## config.mk

```make
export PLATFORM = sky130hd
export DESIGN_NAME = detector_nota
export DESIGN_NICKNAME = d
export VERILOG_FILES = /design/src/rtl/detector_nota.sv
export SDC_FILE = /design/constraint.sdc
export NUM_CORES = 1
export LEC_CHECK = 0
export CORE_MARGIN = 1.5
export CORE_UTILIZATION = 35
export CTS_BUF_LIST = sky130_fd_sc_hd__clkbuf_2
export DETAILED_ROUTE_END_ITERATION = 10
export HOLD_SLACK_MARGIN = 0.15
export SYNTH_ARGS = -nofsm -noshare
export SYNTH_HDL_FRONTEND = slang
export SYNTH_SLANG_ARGS = --single-unit
```

## constraint.sdc

```tcl
create_clock -name clk -period 5.5 [get_ports clk]
set_clock_uncertainty 0.1 [all_clocks]
set_input_delay 1.65 -clock clk [delete_from_list [all_inputs] [get_ports clk]]
set_output_delay 1.65 -clock clk [all_outputs]
set_load 0.02 [all_outputs]
```

## src/rtl/detector_nota.sv

```systemverilog
// Musical-note detector: measures the period of an asynchronous square-wave tone and decodes it to one of seven keys.
// Optional two-period confirmation is compiled in with `define NOTA_CONFIRMACION_EN.
module detector_nota #(
  parameter int P_DO      = 191110,
  parameter int P_RE      = 170265,
  parameter int P_MI      = 151685,
  parameter int P_FA      = 143172,
  parameter int P_SOL     = 127551,
  parameter int P_LA      = 113636,
  parameter int P_SI      = 101239,
  parameter int TOL_SHIFT = 6,
  parameter int TIMEOUT   = 250000
) (
  input  logic        clk,
  input  logic        reset,
  input  logic        tono_in,
  output logic [6:0]  nota,
  output logic        valido,
  output logic [17:0] periodo
);

  typedef enum logic [1:0] {SILENCIO, PRIMER_FLANCO, MIDIENDO, VALIDO} state_t;

  localparam logic [17:0] C_PER [7] = '{18'(P_DO), 18'(P_RE), 18'(P_MI), 18'(P_FA),
                                        18'(P_SOL), 18'(P_LA), 18'(P_SI)};
  localparam logic [17:0] C_TIMEOUT = 18'(TIMEOUT);

  logic        r_sync1, r_sync2, r_hist;
  logic        w_edge;
  logic [17:0] r_count;
  logic        w_timeout;
  logic [6:0]  w_match;
  logic        w_hit;
  logic [2:0]  w_key;
  logic [6:0]  w_onehot;
  state_t      r_state, w_state_n;
  logic [6:0]  r_nota, w_nota_n;
  logic        r_valido, w_valido_n;
  logic [17:0] r_periodo, w_periodo_n;

  // NOTE: sequential state is always assigned with <= so every flop samples the pre-edge values.
  always_ff @(posedge clk or posedge reset) begin
    if (reset) begin
      r_sync1 <= 1'b0;
      r_sync2 <= 1'b0;
      r_hist  <= 1'b0;
    end else begin
      r_sync1 <= tono_in;
      r_sync2 <= r_sync1;
      r_hist  <= r_sync2;
    end
  end

  assign w_edge    = r_sync2 & ~r_hist;
  assign w_timeout = (r_count == C_TIMEOUT);

  always_ff @(posedge clk or posedge reset) begin
    if (reset)           r_count <= '0;
    else if (w_edge)     r_count <= 18'd1;
    else if (!w_timeout) r_count <= r_count + 18'd1;
  end

  // Unsigned absolute difference against each key's nominal period.
  for (genvar g = 0; g < 7; g++) begin : g_match
    logic [17:0] w_diff;
    assign w_diff     = (r_count >= C_PER[g]) ? (r_count - C_PER[g]) : (C_PER[g] - r_count);
    assign w_match[g] = (w_diff <= (C_PER[g] >> TOL_SHIFT));
  end

  assign w_hit = |w_match;

  always_comb begin
    w_key = '0;
    for (int k = 6; k >= 0; k--) begin
      if (w_match[k]) w_key = 3'(k);
    end
  end

  assign w_onehot = 7'd1 << w_key;

`ifdef NOTA_CONFIRMACION_EN
  logic [2:0] r_cand_key, w_cand_key_n;
  logic       r_cand_ok, w_cand_ok_n;

  always_ff @(posedge clk or posedge reset) begin
    if (reset) begin
      r_cand_key <= '0;
      r_cand_ok  <= 1'b0;
    end else begin
      r_cand_key <= w_cand_key_n;
      r_cand_ok  <= w_cand_ok_n;
    end
  end
`endif

  always_comb begin
    // NOTE: every output of this block gets a default first, so no path can infer a latch.
    w_state_n   = r_state;
    w_nota_n    = r_nota;
    w_valido_n  = r_valido;
    w_periodo_n = r_periodo;
`ifdef NOTA_CONFIRMACION_EN
    w_cand_key_n = r_cand_key;
    w_cand_ok_n  = r_cand_ok;
`endif
    if (w_edge) begin
      if (r_state == SILENCIO) begin
        w_state_n = PRIMER_FLANCO;
      end else begin
        w_periodo_n = r_count;
        if (!w_hit) begin
          w_state_n  = MIDIENDO;
          w_nota_n   = '0;
          w_valido_n = 1'b0;
`ifdef NOTA_CONFIRMACION_EN
          w_cand_ok_n = 1'b0;
`endif
        end else begin
`ifdef NOTA_CONFIRMACION_EN
          if (r_cand_ok && (r_cand_key == w_key)) begin
            w_state_n  = VALIDO;
            w_nota_n   = w_onehot;
            w_valido_n = 1'b1;
          end else begin
            w_cand_key_n = w_key;
            w_cand_ok_n  = 1'b1;
            w_state_n    = MIDIENDO;
            w_nota_n     = '0;
            w_valido_n   = 1'b0;
          end
`else
          w_state_n  = VALIDO;
          w_nota_n   = w_onehot;
          w_valido_n = 1'b1;
`endif
        end
      end
    end else if (w_timeout) begin
      w_state_n  = SILENCIO;
      w_nota_n   = '0;
      w_valido_n = 1'b0;
`ifdef NOTA_CONFIRMACION_EN
      w_cand_ok_n = 1'b0;
`endif
    end
  end

  always_ff @(posedge clk or posedge reset) begin
    if (reset) begin
      r_state   <= SILENCIO;
      r_nota    <= '0;
      r_valido  <= 1'b0;
      r_periodo <= '0;
    end else begin
      r_state   <= w_state_n;
      r_nota    <= w_nota_n;
      r_valido  <= w_valido_n;
      r_periodo <= w_periodo_n;
    end
  end

  assign nota    = r_nota;
  assign valido  = r_valido;
  assign periodo = r_periodo;

endmodule
```

Yosys cells after proc, flatten, opt, wreduce, memory -nomap -nowiden
Index checks and enable logic that the tools add are counted.
Cells by class
  order comparisons: 14
  add/sub/neg operators: 15
  reductions and logical operators: 5
  equality and inequality tests: 3
  bitwise logic cells: 3
  mux-type cells: 28
  shifts and indexed selects: 1
Operators with widths (count)
  $mux W18: 9
  $ge A18 B18 Y1 const B: 4
  $le A18 B12 Y1 const B: 4
  $sub A18 B18 Y18 const A: 4
  $sub A18 B18 Y18 const B: 4
  $ge A18 B17 Y1 const B: 3
  $le A18 B11 Y1 const B: 3
  $sub A17 B18 Y18 const A: 3
  $sub A18 B17 Y18 const B: 3
  $mux W7: 4
  $mux W3: 7
  $add A18 B1 Y18 const B: 1
  $eq A18 B18 Y1 const B: 1
  $reduce_or A7 Y1: 1
  $shl A1 B3 Y7 const A: 1
  $mux W2: 3
  $mux W1: 5
  $ne A2 B2 Y1 const B: 2
  $reduce_and A2 Y1: 2
  $logic_not A2 Y1: 1
  $not A1 Y1: 2
  $reduce_bool A2 Y1: 1
  $and A1 B1 Y1: 1
Storage, ports and cells
  word-level logic and storage cells: 77
  output and inout bits: 26
  flip-flop bits (word level): 49
  bits of input ports: 3

Longest topological paths before layout
Gate-level depths: netlist (run 1).
  word-level depth: 14
  depth in mapped cells: 15
  mapped depth without buffers: 12

Worst setup path after synthesis (run 1)
No wires, ideal clock.
  kind: register -> register
  start: register r_count[3]
  end: register r_nota[0] (netlist: nota[0])
  slack: 1.288 ns
  buffers on the path: 2
  library setup time: 0.123 ns
  data required time: 5.277 ns
  stages on the path, launching flop included: 15
  clock period less this slack: 4.212 ns
  arrival time: 3.989 ns
  cell sequence: dfrtp_1 > clkbuf_1 > clkinv_1 > ha_1 > clkbuf_1 > a21o_1 > a311oi_2 > xnor2_1 > a211o_1 > or4b_1 > a32o_1 > or4_1 > nor3b_2 > nand4b_1 > o21ai_1
On the way
  longest elaborated chain between the ends: 14
  elaborated cells between the ends (all ways): 50
  those cells by class: add/sub (14); order compare (14); eq/ne (1); shift (1); mux (17); reduce/logical (3)
RTL lines
  start, declared: line 30  | logic [17:0] r_count;
  start signal, assigned: line 60  | else if (!w_timeout) r_count <= r_count + 18'd1;
  $sub A17 B18 Y18 (tied with other cells): line 66  | assign w_diff = (r_count >= C_PER[g]) ? (r_count - C_PER[g]) : (C_PER[g] - r_count);
  $mux W18: line 66
  $le A18 B11 Y1: line 67  | assign w_match[g] = (w_diff <= (C_PER[g] >> TOL_SHIFT));
  $mux W3 (7 in series): line 75  | if (w_match[k]) w_key = 3'(k);
  $shl A1 B3 Y7: line 79  | assign w_onehot = 7'd1 << w_key;
  $mux W7: line 111  | if (!w_hit) begin
  $mux W7: line 107  | if (r_state == SILENCIO) begin
  $mux W7: line 106  | if (w_edge) begin
  end signal, assigned: line 156  | r_nota <= w_nota_n;
  end, declared: line 37  | logic [6:0] r_nota, w_nota_n;
Several ways; a longest one is shown, not always the timed one. The select of a mux whose other input is x is not followed.
A chain may end at the register's enable or synchronous reset.

Final worst setup path (run 1)
  start: register r_count[3]
  end: register r_nota[4] (netlist: nota[4])
Same word-level chain as after synthesis.

==> flow_summary.json, run 1 <==
{
  "hold_buffers": 0,
  "finalSetupTns_ns": 0,
  "slowest_stage": "or4_1",
  "synthCells": 1082,
  "ant_nets": 0,
  "synth.most_common_cell": "nand2_1",
  "antenna_found_initial": 0,
  "multi_input_area_mm2": 0.00594,
  "fin_cells": 1349,
  "synth.largest_area_cell": "dfrtp_1",
  "synth_area_leaders": "dfrtp_1, xnor2_1, nand2_1, o21ai_0, a21oi_1",
  "clock_latency_ns": 0.46,
  "status": "finished, final reports clean",
  "drc": 0,
  "io_pins": 29,
  "critPathCaptureType": "register",
  "nets": 1102,
  "grt_overflow": 0,
  "critPathMostFrequentCell": "a31oi_1",
  "vdd_ir_drop_max_mv": 0.121,
  "path_clk_slew_ns": 0.25,
  "grt.total_usage_pct": 27.1,
  "viasPerCell": 6.57,
  "finalMaxSlewViolations": 0,
  "fin_crit_sh_pct": 84.0,
  "cp-start-kind": "register",
  "rows": 53,
  "synth_commonest_cells": "nand2_1, nor2_1, o21ai_0",
  "start_util_pct": 36.0,
  "cts_root_buffer": "clkbuf_2",
  "yosys_warnings": 0,
  "path_buf_inv": 2,
  "setup.worst_path.class": "register to register",
  "clock-sinks": 49,
  "hp-class": "register to register",
  "critPathRequiredTime_ns": 5.76,
  "synth_top_cell_area_share_pct": 16.0,
  "wire_per_inst_um": 22.6,
  "drive_gt1_share_pct": 9.70,
  "syn2layout_area_growth_pct": 9.23,
  "tightest_slew_ns": 1.03,
  "synth_edf_count": 0,
  "power.leakage_nw": 3.23,
  "die_area_mm2": 0.0227,
  "setup_violations": 0,
  "routed_wl_mm": 30.6,
  "die_w_um": 151,
  "seq_area_frac_synth_pct": 16.0,
  "die_y_um": 151,
  "grt_pass1_vias": 8188,
  "clock.fmax_mhz": 216,
  "fillers": 2263,
  "core-area_mm2": 0.0212,
  "async_flop_share_pct": 100,
  "arrival_ns": 4.89,
  "cap_violations": 0,
  "first_iter_violations": 1086,
  "post_cts_buffers": 0,
  "cp_max_fo": 14,
  "place_hpwl_mm": 22.6,
  "relSlewSlack_pct": 31.2,
  "portBuffers": 28,
  "ys_ff_latch": 49,
  "syn-num-nets": 1112,
  "synth_area_mm2": 0.00765,
  "grt_max_degree": 50,
  "rsz0062_at_grt": "no",
  "regArea_mm2": 0.00123,
  "firstDrtPassIters": 6,
  "hold_slack_ns": 0.292,
  "vias": 8868,
  "ys.flop_type": "dfrtp_1",
  "slowest_delay_ns": 0.57,
  "final.min_clock_period_ns": 4.62,
  "place.gp.congestion": 0.994,
  "post_cts_resized": 0,
  "grt_first_pass_wirelength_mm": 47.7,
  "numCtsBuffers": 5,
  "cp_top_family": "simple AND/OR/NAND/NOR gates",
  "power_density_mw_per_mm2": 194,
  "hold_violations": 0,
  "synthDistinctLibCells": 84,
  "syn_avg_cell_area_um2": 7.07,
  "placedCellCount": 1340,
  "htree_levels": 2,
  "cts_tree": "built",
  "path_cells": "clkinv_1 > ha_1 > or3b_1 > a31oi_1 > a31oi_1 > buf_4 > a211o_1 > or4b_1 > a32o_1 > or4_1 > nor3b_2 > nand4b_1 > o21ai_1",
  "cts_buffer_depth": 2
}
## state kept, by name, summed over array words and instances, names as in the netlist
name     cells
periodo     18
r_count     18
nota         7
r_state      2
r_hist       1
r_sync1      1
r_sync2      1
valido       1
## report_power, final
group	total [mW]	switching [mW]	internal [mW]
sequential	0.414	0.0298	0.384
clock	0.191	0.118	0.0737
combinational	1.01	0.646	0.369
total	1.62	0.793	0.827
## per-stage QoR
stage,utilization (%),total power [mW],setup WS (ns),instance area [um2]
after global routing,39.3,1.72,0.555,8350
after CTS,39.3,1.60,0.898,8350
after global placement,39.1,1.40,1.03,8290
final,39.4,1.62,0.878,8350
after detailed placement,39.1,1.40,0.967,8290
after floorplan,-,1.12,1.29,7650
## final timing paths
kind                                         from                 endpoint  slack (ns)  depth (start not counted)
max                        r_count[3]$_DFFE_PP0P_      nota[4]$_DFFE_PP0P_        0.88                         13
min                             r_sync1$_DFF_PP0_        r_sync2$_DFF_PP0_        0.29                          0
max reg2reg                r_count[3]$_DFFE_PP0P_      nota[4]$_DFFE_PP0P_        0.88                         13
min reg2reg                     r_sync1$_DFF_PP0_        r_sync2$_DFF_PP0_        0.29                          0
max in group asynchronous                   reset  r_count[13]$_DFFE_PP0P_        3.04                          2
min in group asynchronous                   reset   r_count[6]$_DFFE_PP0P_        1.62                          2
## area by class of cell
type	instances	area share [%]
diodes	2	0.0599
clock buffers	5	0.300
clock inverters	2	0.419
inverters	24	1.08
multi-input cells	910	71.1
flip-flops and latches	49	14.7
well taps	275	4.12
repair buffers	82	8.21
## layout by cell type, fill, tap and decap left out, types with 18 or more instances in the layout
master | synthesis | final
mux2i_1 | 28 | 28
nor3_1 | 30 | 30
a31oi_1 | 30 | 30
clkdlybuf4s50_1 | 0 | 28
o21ai_0 | 81 | 80
a21oi_1 | 76 | 76
inv_1 | 19 | 18
nand2_1 | 108 | 108
buf_4 | 0 | 54
dfrtp_1 | 49 | 49
nor2_1 | 87 | 87
ha_1 | 27 | 27
nand3_1 | 38 | 38
xnor2_1 | 76 | 76
## cells by family after synthesis
kind of cell,count (synthesis),synth area share [%]
xor gates and xnor gates,82,9.39
DFF,49,16.0
and+or+nand+nor,400,26.5
buffers and inverters,123,6.35
muxes,34,4.70
AOI/OAI and AO/OA,367,32.6
adders and majority gates,27,4.42
## routing by layer
| metal | up-vias | share of wire (%) | track usage [%] | wire length (um) |
|---|---|---|---|---|
| met5 | - | 0 | 0 | 0 |
| met1 | 4169 | 44 | 38.2 | 13400 |
| met2 | 581 | 41 | 39.8 | 12500 |
| met4 | 0 | 5.2 | 13.8 | 1570 |
| met3 | 124 | 10 | 4.28 | 3070 |
| li1 | 3994 | - | - | - |
## worst register-to-register path, delay by kind of cell (launching register included)
kind | cells | cell delay (ns)
and+or+nand+nor | 5 | 2.03
DFF | 1 | 0.44
adders and majority gates | 1 | 0.37
buffers and inverters | 2 | 0.48
AOI/OAI and AO/OA | 5 | 1.11
Note: power is estimated with default switching activity, not from simulation.
==> run 2: changes to the inputs <==
- clock period: 5.5 -> 3.8 ns (I/O delays scaled with it)
==> flow_summary.json, run 2 (synthesis gave the netlist of run 1 again) <==
{
  "total_power_mw": 2.74,
  "first_iter_violations": 975,
  "path_cells": "a2111oi_1 > buf_4 > a21o_1 > a31oi_4 > a211o_1 > or4b_1 > a32o_1 > or4_4 > nor3b_4 > buf_6 > nand4b_1 > o21ai_1",
  "arrival_ns": 4.09,
  "power.leakage_nw": 3.91,
  "hp-class": "register to register",
  "vdd_ir_drop_max_mv": 0.188,
  "cp_max_fo": 4,
  "cts_buffer_depth": 2,
  "fin_crit_sh_pct": 99.7,
  "cap_violations": 0,
  "die_w_um": 151,
  "relSlewSlack_pct": 54.5,
  "nets": 1233,
  "power_density_mw_per_mm2": 280,
  "grt.total_usage_pct": 29.6,
  "io_pins": 29,
  "syn2layout_area_growth_pct": 27.9,
  "path_clk_slew_ns": 0.28,
  "post-route-util_pct": 46.1,
  "final.min_clock_period_ns": 3.79,
  "fin_area_mm2": 0.00978,
  "die_y_um": 151,
  "wire_per_inst_um": 22.7,
  "p_seq_share_pct": 21.5,
  "final_cell_mix": "buf_4, nand2_1, nor2_1",
  "clock-sinks": 49,
  "die_area_mm2": 0.0227,
  "critPathCaptureType": "register",
  "grt_first_pass_wirelength_mm": 51.4,
  "routed_wl_mm": 33.7,
  "clock.fmax_mhz": 264,
  "clock_latency_ns": 0.49,
  "cp-start-kind": "register",
  "highest_layer": "met4",
  "rsz0062_at_grt": "yes",
  "tightest_slew_ns": 0.682,
  "hold_path.startpoint": "r_sync1$_DFF_PP0_",
  "switchingPower_mw": 1.34,
  "place.gp.congestion": 1.02,
  "wl_met3_mm": 3.34,
  "htree_levels": 2,
  "portBuffers": 28,
  "setup_violations": 0,
  "comb_power_share_pct": 69.5,
  "grt_pass1_vias": 8871,
  "cts_root_buffer": "clkbuf_2",
  "met2_length_mm": 14.9,
  "hold_violations": 0,
  "core-area_mm2": 0.0212,
  "path_buf_inv": 2,
  "met1_length_mm": 13.6,
  "status": "finished, final reports clean",
  "clkPwrFrac_pct": 9.0,
  "r2r-start": "r_count[13]$_DFFE_PP0P_",
  "firstDrtPassIters": 6,
  "critPathRequiredTime_ns": 4.10,
  "cp_top_family": "simple AND/OR/NAND/NOR gates",
  "placed_area_mm2": 0.00936,
  "cts_tree": "built",
  "ant_nets": 0,
  "finalMaxSlewViolations": 0,
  "antenna_found_initial": 1,
  "fin_cells": 1481,
  "critical_path.startpoint": "r_count[13]$_DFFE_PP0P_",
  "placedCellCount": 1457,
  "final_common_cell": "buf_4",
  "place_hpwl_mm": 25.4,
  "slowest_delay_ns": 0.52,
  "switching_share_pct": 49.0,
  "start_util_pct": 36.0,
  "slowest_stage": "a2111oi_1",
  "vias": 9417,
  "rows": 53,
  "drc": 0,
  "p_int_mw": 1.40,
  "viasPerCell": 6.36,
  "grt_max_degree": 50,
  "setup.worst_path.class": "register to register",
  "drive_gt1_share_pct": 23.1,
  "numCtsBuffers": 5,
  "grt_overflow": 0
}
==> run 2: cell count changes in the layout (fill, tap and decap cells not counted), moves of 4 or more <==
cell / change
a2111oi_0: -4
a31oi_1: -4
buf_12: +11
buf_4: +118
ha_1: -8
ha_2: +5
nor4_1: -4
o21ai_0: -4
o21ai_1: +4
==> run 2: worst paths after layout <==
check                                    endpoint  slack, ns  cells past startpoint
max in group asynchronous  r_count[9]$_DFFE_PP0P_       2.14                      3
min                             r_sync2$_DFF_PP0_       0.29                      0
max                           nota[2]$_DFFE_PP0P_       0.01                     12
min in group asynchronous  periodo[3]$_DFFE_PP0P_       1.00                      3
max reg2reg                   nota[2]$_DFFE_PP0P_       0.01                     12
min reg2reg                     r_sync2$_DFF_PP0_       0.29                      0
==> run 2: worst register-to-register path, cell delays in order (launching register included) <==
cell and delay, ns:
dfrtp_1 0.48, a2111oi_1 0.52, buf_4 0.24, a21o_1 0.20, a31oi_4 0.05, a211o_1 0.24
or4b_1 0.47, a32o_1 0.21, or4_4 0.49, nor3b_4 0.32, buf_6 0.17, nand4b_1 0.15
o21ai_1 0.09
==> run 2: final cells by class <==
type	instances	area [um2]
fill	2182	11400
inverter	24	104
antenna	2	5.00
timing repair buffer	213	1810
clock inverter	2	15.0
sequential	49	1230
multi-input combinational	910	6240
clock buffer	6	30.0
tap	275	344
==> run 2: metal layers <==
layer / track usage (%) / vias to the layer above
met5: 0 / -
met4: 15.3 / 0
met3: 5.12 / 138
met2: 46.8 / 624
met1: 38.4 / 4384
li1: - / 4271
==> run 2: repair_timing <==
item,4_1_cts,5_1_grt
pin swaps,11,15
hold buffers,0,0
endpoints found under the setup margin,6,8
buffers inserted,4,10
gates resized for setup,11,46
hold endpoints to repair,0,0
==> run 2: per-stage QoR <==
stage	setup WS (ns)	hold WS, ns	setup TNS (ns)
after floorplan	0.0104	0.231	0
after global placement	-0.109	0.236	-0.459
after detailed placement	-0.129	0.238	-0.580
after CTS	0.00587	0.295	0
after global routing	-0.136	0.309	-0.388
final	0.0124	0.288	0
==> run 2: power by group through the flow <==
stage | Sequential, mW | Clock, mW | Combinational, mW
finish | 0.590 | 0.246 | 1.90
global route | 0.595 | 0.264 | 2.01
CTS | 0.591 | 0.255 | 1.81
detailed placement | 0.600 | 0 | 1.76
global placement | 0.598 | 0 | 1.75
floorplan | 0.622 | 0 | 1.06
==> run 3: changes to the inputs <==
- CORE_MARGIN: 1.5 -> unset
- clock period: 3.8 -> 3.65 ns (I/O delays scaled with it)
==> flow_summary.json, run 3 (synthesis gave the netlist of run 1 again) <==
{
  "finalMaxSlewViolations": 0,
  "drc": 0,
  "grt_overflow": 0,
  "cap_violations": 0,
  "numCtsBuffers": 5,
  "arrival_ns": 4.10,
  "hold_violations": 0,
  "status": "finished with violations",
  "setup.worst_path.class": "register to register",
  "viasPerCell": 6.33,
  "hp-class": "register to register",
  "clock.fmax_mhz": 264,
  "die_area_mm2": 0.0224,
  "place_hpwl_mm": 27.4,
  "grt_pass1_vias": 9104,
  "critPathRequiredTime_ns": 3.97,
  "power_density_mw_per_mm2": 304,
  "die_w_um": 150,
  "routed_wl_mm": 36.2,
  "start_util_pct": 36.0,
  "wire_per_inst_um": 23.6,
  "cp-start-kind": "register",
  "cp_top_family": "simple AND/OR/NAND/NOR gates",
  "syn2layout_area_growth_pct": 34.4,
  "cts_buffer_depth": 2,
  "fin_ws_ns": -0.132,
  "fin_crit_sh_pct": 104,
  "grt_max_degree": 36,
  "power.leakage_nw": 4.17,
  "htree_levels": 2,
  "path_cells": "inv_8 > ha_4 > or3b_4 > a31oi_4 > a31oi_4 > a211o_1 > or4b_1 > a32o_1 > or4_4 > nor3b_4 > buf_6 > nand4b_1 > o21ai_1",
  "hold_slack_ns": 0.293,
  "final_common_cell": "buf_4",
  "clock-sinks": 49,
  "total_power_mw": 3.13,
  "nets": 1283,
  "io_pins": 29,
  "place.gp.congestion": 0.980,
  "final.min_clock_period_ns": 3.78,
  "setup_violations": 6,
  "firstDrtPassIters": 5,
  "critPathCaptureType": "register",
  "rows": 53,
  "path_clk_slew_ns": 0.36,
  "tightest_slew_ns": 0.677,
  "slowest_stage": "dfrtp_2",
  "core-area_mm2": 0.0212,
  "vdd_ir_drop_max_mv": 0.183,
  "cp_max_fo": 5,
  "grt.total_usage_pct": 32.6,
  "path_buf_inv": 2,
  "first_iter_violations": 1068,
  "violations": "negative setup slack",
  "cts_tree": "built",
  "ant_nets": 0,
  "critPathMostFrequentCell": "a31oi_4",
  "portBuffers": 28,
  "fillers": 2160,
  "clock_latency_ns": 0.54,
  "slowest_delay_ns": 0.56,
  "grt_first_pass_wirelength_mm": 55.1,
  "relSlewSlack_pct": 54.9,
  "antenna_found_initial": 1,
  "drive_gt1_share_pct": 27.4,
  "vias": 9689,
  "final_cell_mix": "buf_4, nand2_1, nor2_1",
  "cts_root_buffer": "clkbuf_2",
  "rsz0062_at_grt": "yes",
  "die_y_um": 150
}
-- run 3: cell types whose count changed in the layout (fill, tap and decap cells not counted), sizes merged --
cell / change
bufinv: +2
clkinvlp: -2
inv: +1
clkbuf: -1
buf: +50
-- run 3: worst register-to-register path: stages, from the launching register on --
cell and delay [ns]:
dfrtp_2 0.56, inv_8 0.09, ha_4 0.12, or3b_4 0.38
a31oi_4 0.21, a31oi_4 0.10, a211o_1 0.25, or4b_1 0.47
a32o_1 0.22, or4_4 0.49, nor3b_4 0.28, buf_6 0.16
nand4b_1 0.15, o21ai_1 0.08
-- run 3: where the power goes --
part | switching (mW) | total [mW] | internal [mW]
combinational | 1.17 | 2.08 | 0.907
clock | 0.234 | 0.421 | 0.187
sequential | 0.0413 | 0.624 | 0.582
-- run 3: repair_timing --
item | CTS | global route
hold buffers | 0 | 0
gates resized for setup | 21 | 56
buffers inserted | 7 | 6
pin swaps | 9 | 10
setup endpoints to repair | 6 | 8
endpoints found under the hold margin | 0 | 0
-- run 3: worst paths after layout --
check                                  startpoint                       to  slack (ns)  depth (start not counted)
max in group asynchronous                   reset  periodo[14]$_DFFE_PP0P_        2.13                          3
hold reg to reg                 r_sync1$_DFF_PP0_        r_sync2$_DFF_PP0_        0.29                          0
setup reg to reg           r_count[2]$_DFFE_PP0P_      nota[0]$_DFFE_PP0P_       -0.13                         13
setup / recovery           r_count[2]$_DFFE_PP0P_      nota[0]$_DFFE_PP0P_       -0.13                         13
hold / removal                  r_sync1$_DFF_PP0_        r_sync2$_DFF_PP0_        0.29                          0
min in group asynchronous                   reset   periodo[9]$_DFFE_PP0P_        0.71                          2
-- run 3: cell type report --
cell class                 count  area (um2)  area share (%)
clock inverter                 3        68.8           0.670
sequential                    49        1230            12.0
antenna                        2        5.00          0.0487
inverter                      24         116            1.13
multi-input combinational    910        6300            61.4
tap                          275         344            3.35
clock buffer                   5        25.0           0.244
timing repair buffer         263        2180            21.2
-- run 3: per-stage QoR --
stage	TNS [ns]	util (%)	instance area [um2]	std cells	setup slack, ns
floorplan	-0.258	-	7770	1082	-0.0607
global placement	-0.861	45.8	9730	1508	-0.228
detailed placement	-1.04	45.8	9730	1508	-0.298
CTS	-0.307	47.0	9980	1523	-0.0720
global route	-0.716	48.4	10300	1530	-0.164
finish	-0.651	48.4	10300	1531	-0.132
-- run 3: layer usage --
| layer | part of all wire [%] | vias to the layer above | GRT usage [%] |
|---|---|---|---|
| met5 | 0 | - | 0 |
| met4 | 4.7 | 0 | 16.5 |
| met3 | 9.2 | 115 | 5.09 |
| met2 | 45 | 569 | 52.2 |
| met1 | 41 | 4642 | 42.2 |
| li1 | - | 4363 | - |
